## config.mk

```make
export PLATFORM = sky130hd
export DESIGN_NAME = apb_mem_slave
export DESIGN_NICKNAME = d
export VERILOG_FILES = /design/src/rtl/apb_mem_slave.sv
export SDC_FILE = /design/constraint.sdc
export NUM_CORES = 1
export LEC_CHECK = 0
export ABC_AREA = 1
export ABC_CLOCK_PERIOD_IN_PS = 2020
export CAP_MARGIN = 20
export CORE_ASPECT_RATIO = 1.75
export CORE_MARGIN = 3
export CORE_UTILIZATION = 56
export CTS_CLUSTER_DIAMETER = 60
export DETAILED_ROUTE_END_ITERATION = 6
export PLACE_DENSITY = 0.77
export SETUP_SLACK_MARGIN = 0.15
export SLEW_MARGIN = 20
export SYNTH_ARGS = -nofsm -noshare
export SYNTH_HDL_FRONTEND = slang
export SYNTH_SLANG_ARGS = --single-unit
```

## constraint.sdc

```tcl
create_clock -name clk_i -period 2.02 [get_ports clk_i]
set_input_delay 0.404 -clock clk_i [delete_from_list [all_inputs] [get_ports clk_i]]
set_output_delay 0.404 -clock clk_i [all_outputs]
set_load 0.01 [all_outputs]
```

## src/rtl/apb_mem_slave.sv

```systemverilog
// apb_mem_slave: register-array memory responder on a valid/ready interface.
// Each transfer is latched, then held through WAIT_CYCLES wait states.
// After that, ready_o pulses for one cycle. Only one transfer is outstanding.
// Optional feature: define APB_MEM_ERR_EN to add the error_o out-of-range flag.
module apb_mem_slave #(
    parameter int unsigned WIDTH       = 16,
    parameter int unsigned ADDR_WIDTH  = 4,
    parameter int unsigned DEPTH       = 16,
    parameter int unsigned WAIT_CYCLES = 2
) (
    input  logic                  clk_i,
    input  logic                  rst_i,
    input  logic [ADDR_WIDTH-1:0] addr_i,
    input  logic [WIDTH-1:0]      wdata_i,
    input  logic                  wr_rd_i,
    input  logic                  valid_i,
    output logic [WIDTH-1:0]      rdata_o,
`ifdef APB_MEM_ERR_EN
    output logic                  error_o,
`endif
    output logic                  ready_o
);

    localparam int unsigned IDX_W = (DEPTH > 1) ? $clog2(DEPTH) : 1;
    localparam logic [3:0] CNT_INIT = (WAIT_CYCLES > 0) ? 4'(WAIT_CYCLES - 1) : 4'd0;
    localparam logic [ADDR_WIDTH:0] DEPTH_LIM = (ADDR_WIDTH + 1)'(DEPTH);
    localparam bit ZERO_WAIT = (WAIT_CYCLES == 0);

    typedef enum logic [1:0] {
        IDLE = 2'd0,
        WAIT = 2'd1,
        RESP = 2'd2
    } state_t;

    state_t                state;
    logic [3:0]            cnt;
    logic [ADDR_WIDTH-1:0] addr_q;
    logic [WIDTH-1:0]      wdata_q;
    logic                  wr_q;
    logic [WIDTH-1:0]      mem [DEPTH];

    logic                  go_resp_c;
    logic [ADDR_WIDTH-1:0] acc_addr_c;
    logic [WIDTH-1:0]      acc_wdata_c;
    logic                  acc_wr_c;
    logic                  acc_in_range_c;
    logic [IDX_W-1:0]      acc_idx_c;

    // Select the transfer that completes on this edge.
    // It comes from the latch, or directly from the inputs when there are no wait states.
    always_comb begin
        go_resp_c   = 1'b0;
        acc_addr_c  = addr_q;
        acc_wdata_c = wdata_q;
        acc_wr_c    = wr_q;
        case (state)
            IDLE: begin
                if (valid_i && ZERO_WAIT) begin
                    go_resp_c   = 1'b1;
                    acc_addr_c  = addr_i;
                    acc_wdata_c = wdata_i;
                    acc_wr_c    = wr_rd_i;
                end
            end
            WAIT: begin
                if (cnt == 4'd0) begin
                    go_resp_c = 1'b1;
                end
            end
            default: ;
        endcase
        acc_in_range_c = ({1'b0, acc_addr_c} < DEPTH_LIM);
        acc_idx_c      = IDX_W'(acc_addr_c);
    end

    // FSM, storage and registered outputs.
    // Memory commit and the read load both happen on the edge that enters RESP.
    always_ff @(posedge clk_i) begin
        if (!rst_i) begin
            state   <= IDLE;
            cnt     <= 4'd0;
            addr_q  <= '0;
            wdata_q <= '0;
            wr_q    <= 1'b0;
            ready_o <= 1'b0;
            rdata_o <= '0;
`ifdef APB_MEM_ERR_EN
            error_o <= 1'b0;
`endif
            for (int unsigned i = 0; i < DEPTH; i++) begin
                mem[i] <= '0;
            end
        end else begin
            ready_o <= go_resp_c;
`ifdef APB_MEM_ERR_EN
            error_o <= go_resp_c && !acc_in_range_c;
`endif
            if (go_resp_c) begin
                if (acc_wr_c && acc_in_range_c) begin
                    mem[acc_idx_c] <= acc_wdata_c;
                end
                if (!acc_wr_c) begin
                    rdata_o <= acc_in_range_c ? mem[acc_idx_c] : '0;
                end
            end

            case (state)
                IDLE: begin
                    if (valid_i) begin
                        addr_q  <= addr_i;
                        wdata_q <= wdata_i;
                        wr_q    <= wr_rd_i;
                        cnt     <= CNT_INIT;
                        state   <= ZERO_WAIT ? RESP : WAIT;
                    end
                end
                WAIT: begin
                    if (cnt == 4'd0) begin
                        state <= RESP;
                    end else begin
                        cnt <= cnt - 4'd1;
                    end
                end
                RESP: begin
                    state <= IDLE;
                end
                default: begin
                    state <= IDLE;
                end
            endcase
        end
    end

endmodule

```

======== Word level (Yosys, flattened, before mapping) ========
Memory sizes are Yosys's and may differ from the RTL's. A register that Yosys moved wholly into a read port is not among the register bits.
Index checks and enable logic that the tools add are counted.
word-level totals
  flip-flop bits (word level) ............. 28
  bits in writable memories ............... 256
  input bits .............................. 24
  output and inout port bits .............. 17
  memories kept ........................... 1
memory list
  name  depth  bits a word  rd ports  clocked after memory_dff  wr ports  line  text
  mem   16     16           1         1                         16        40    logic [WIDTH-1:0] mem [DEPTH];
operators by class
  add/sub/neg operators ................... 1
  equal/unequal tests ..................... 4
  muxes and demuxes ....................... 16
  bitwise logic cells ..................... 1
  reductions and logical operators ........ 9
operator list
  operator                                                             number
  16-bit 2-to-1 mux                                                    1
  16-bit OR reduction                                                  1
  4-bit 2-to-1 mux                                                     3
  1-bit 2-to-1 mux                                                     8
  4-bit case mux with 2 select lines                                   1
  2-bit inequality test (second input constant)                        3
  2-bit AND reduction                                                  3
  4-bit logical NOT                                                    1
  2-bit 2-to-1 mux                                                     2
  2-bit case mux with 2 select lines                                   1
  4-bit by 1-bit subtractor with 4-bit output (second input constant)  1
  3-bit AND reduction                                                  1
  2-bit by 1-bit == test with 1-bit output (second input constant)     1
  2-bit logical NOT                                                    1
  2-bit nonzero test                                                   1
  1-bit logical NOT                                                    1
  1-bit NOT                                                            1

======== Depth between registers and ports, before layout ========
  word-level depth ........................ 8
  gate-level depth with buffers ........... 12

======== Worst setup path before layout ========
Ideal clock, no wire load.
  kind .................................... register -> register
  from .................................... register cnt[0]
  to ...................................... memory mem[0][0], enable pin
  library setup time ...................... 0.372 ns
  arrival ................................. 1.746 ns
  setup slack ............................. -0.098 ns
  cell stages (with the launch flop) ...... 10
  path buffers ............................ 1
  period minus slack after synthesis ...... 2.118 ns
  path through ............................ dfxtp_1 inv_1 ha_1 nand4_4 nor2_4 nand2_4 nor2_8 nand2_4 buf_6 nand2_1
RTL lines
  item                      line  text
  start: declaration        36    logic [3:0] cnt;
  start signal: assignment  121   cnt <= cnt - 4'd1;
  end: declaration          40

==> out/metrics.csv <==
stage,metric,value,unit
timing,fmax,543,MHz
critical_path,cp-start-kind,register,
floorplan,start_util,57.6,%
synth,synth_common_cells,"540 x nand2_1, 263 x nor2_1, 256 x edfxtp_1",
floorplan,die_height,212,um
synth,synth_fa_ha_area_share,0.184,%
cells_and_area,area_delta_synth_final,16.0,%
synth,synth_top_family_by_area,simple AND/OR/NAND/NOR gates,
floorplan,coreArea,23600,um2
power_and_ir_drop,clkPwrFrac,34.8,%
global_routing,antenna_found_initial,0,
synth,synth_cells,1457,
floorplan,num_rows,74,
critical_path,crit_path_max_fanout,8,
power_and_ir_drop,power_leakage,6.32,nW
cts,clk_latency,0.55,ns
synth,synthMuxAreaShare,0,%
synth,synth-xor-area-share,0,%
power_and_ir_drop,power_frac_comb,14.3,%
power_and_ir_drop,swShare,26.5,%
route,routed_wl,37.5,mm
power_and_ir_drop,ir_drop,0.713,mV
global_routing,track_usage,28.8,%
route,drtAntennaViolNets,0,
cts,cts_tree,done,
route,viasPerCell,5.64,
power_and_ir_drop,p_int,10.2,mW
synth,synth_top_area_share,56.5,%
timing,maxSlewViolCount,0,
synth,mappedNetlistNets,1483,
synth,synth_top_area_cell,edfxtp_1,
global_routing,grt_pass1_wl,55.5,mm
timing,worst_slack,0.178,ns
placement,hpwl,24.0,mm
synth,ys_types,27,
timing,setup_tns,0,ns
cts,clockBufferDepth,3,
placement,dpl_worst_slack,0.0178,ns
synth,synth_most_common_cell,nand2_1,
floorplan,die_area,26300,um2
critical_path,endpoint_kind,register,
global_routing,grt_max_degree,81,
critical_path,crit_type,register to register,
timing,hold_ws,0.231,ns
critical_path,arrival,2.24,ns
cts,clk_pin_slew,0.07,ns
synth,synth_seq_cells,300,
synth,synthFlopType,edfxtp_1,
placement,dpl_cell_area,14500,um2
synth,synthesis.area,13600,um2
cts,htree_levels,1,
synth,synthSimpleGateAreaFrac,29.7,%
cells_and_area,nNetsFinal,1527,
outcome,status,"finished, final reports clean",
floorplan,die-width,124,um
global_routing,grt_overflow,0,
timing,slew_headroom,64.1,%
timing,timing.final.crit_share,91.2,%
cts,clockRootBuffer,clkbuf_16,
placement,io_buffers,40,
route,drt_iter0_markers,1028,
global_routing,first_global_vias,10100,
timing,grt_setup_unrepaired,no,
floorplan,io_pins,41,
synth,syn_area_per_cell,9.33,um2
synth,synth_compound_area_share,2.29,%
cts,cts-hold-fix-buffers,0,
cells_and_area,design_area,15800,um2
timing,report.final.setup_viol,0,
timing,tightest_slew,0.538,ns
cts,numCtsBuffers,26,
cells_and_area,layout-drive-gt1-share,13.4,%
power_and_ir_drop,seqPwrFrac,51.0,%
placement,gp_congestion,0.964,
synth,synth_warnings,0,
synth,synth_edf_count,256,
critical_path,critPathRequiredTime,2.42,ns
route,route.vias.total,10300,
power_and_ir_drop,switching_power,3.67,mW
hold_path,hold_class,input pin to register,
synth,yosysSeqAreaShare,63.0,%
timing,finalClockSkew,0.0143,ns
timing,hold_viol,0,
route,wire_per_inst,20.6,um
synth,async_flop_share,0,%
run,drv_cap,0,
cells_and_area,n_antenna_cell,0,
route,firstDrtPassIters,6,
timing,period_needed,1.84,ns
cts,clock_sinks,300,
route,drc,0,
synth,yosys-top-cells-area,"edfxtp_1 57%, nand2_1 15%, nor2_1 7.3%",
power_and_ir_drop,pwr_density_cell,879,nW/um2
power groups by stage:
stage	combinational [mW]	clock, mW	sequential [mW]
after global placement	1.84	0	7.19
after floorplan	1.08	0	7.18
final	1.98	4.82	7.07
after global routing	2.11	5.09	7.09
after detailed placement	1.87	0	7.20
after CTS	1.91	4.84	7.07
per-layer routing:
metal / part of all wire (%) / global-route usage (%) / up-vias
met5: 0 / 0 / -
met2: 52 / 49.6 / 495
li1: - / - / 4817
met3: 6.6 / 3.19 / 174
met1: 32 / 31.0 / 4803
met4: 9.4 / 24.4 / 0
kinds of logic after synthesis:
family / after synthesis
AND/OR/NAND/NOR: 964
AO/OA/AOI/OAI: 62
adder cells (fa/ha/maj): 2
flip-flops: 300
buffers and inverters: 129
path summary, 6_finish.rpt:
| path | slack, ns | cells after the start | startpoint | end |
|---|---|---|---|---|
| setup reg to reg | 0.18 | 10 | state[0]$_SDFFE_PN0P_ | mem[13][11]$_SDFFCE_PN0P_ |
| hold reg to reg | 0.44 | 2 | acc_wdata_c[0]$_SDFFE_PN0P_ | acc_wdata_c[0]$_SDFFE_PN0P_ |
| hold / removal | 0.23 | 3 | rst_i | state[1]$_SDFFE_PN0P_ |
| setup / recovery | 0.18 | 10 | state[0]$_SDFFE_PN0P_ | mem[13][11]$_SDFFCE_PN0P_ |
stage by stage:
stage | power (mW) | cells | util, %
floorplan | 8.26 | 1457 | -
global placement | 9.03 | 1763 | 61.4
detailed placement | 9.07 | 1763 | 61.4
CTS | 13.8 | 1817 | 65.7
global route | 14.3 | 1825 | 66.8
finish | 13.9 | 1825 | 66.8
registers in the layout, summed over array words and instances, names as in the netlist:
signal / count
rdata_o: 16
mem: 256
acc_wr_c: 1
acc_addr_c: 4
cnt: 4
state: 2
acc_wdata_c: 16
ready_o: 1
cell type report:
type / instances / area [um2]
flip-flops and latches: 300 / 8580
fillers: 1800 / 7830
multi-input cells: 1031 / 4660
repair buffers: 113 / 1230
clock buffers: 36 / 731
well taps: 304 / 380
inverters: 29 / 114
clock inverters: 12 / 86.3
worst max-delay path, cell delays in order (launching register included):
cell and delay (ns):
dfxtp_1 0.33, inv_2 0.05, nor2_4 0.14, nand4_4 0.13, nor2_4 0.13, nand2_4 0.13, nor2_4 0.19, buf_6 0.17
nand2_8 0.10, buf_8 0.18, nor2_1 0.12
cells in the final DEF, fill, tap and decap left out, drive strengths merged:
master,count
clkdlybuf4s50,37
nor3,3
bufinv,1
a21oi,23
ha,2
clkinv,27
inv,13
dfxtp,44
a31oi,1
o21ai,38
clkbuf,39
nand4,17
nand2,560
edfxtp,256
nand3,81
dlymetal6s2s,2
nand3b,1
buf,71
nor2,305
timing repair:
action,CTS,global route
buffers inserted,4,3
pin swaps,5,7
gates resized for setup,23,28
endpoints found under the setup margin,250,403
cloned,2,5
(Power assumes the default switching activity.)
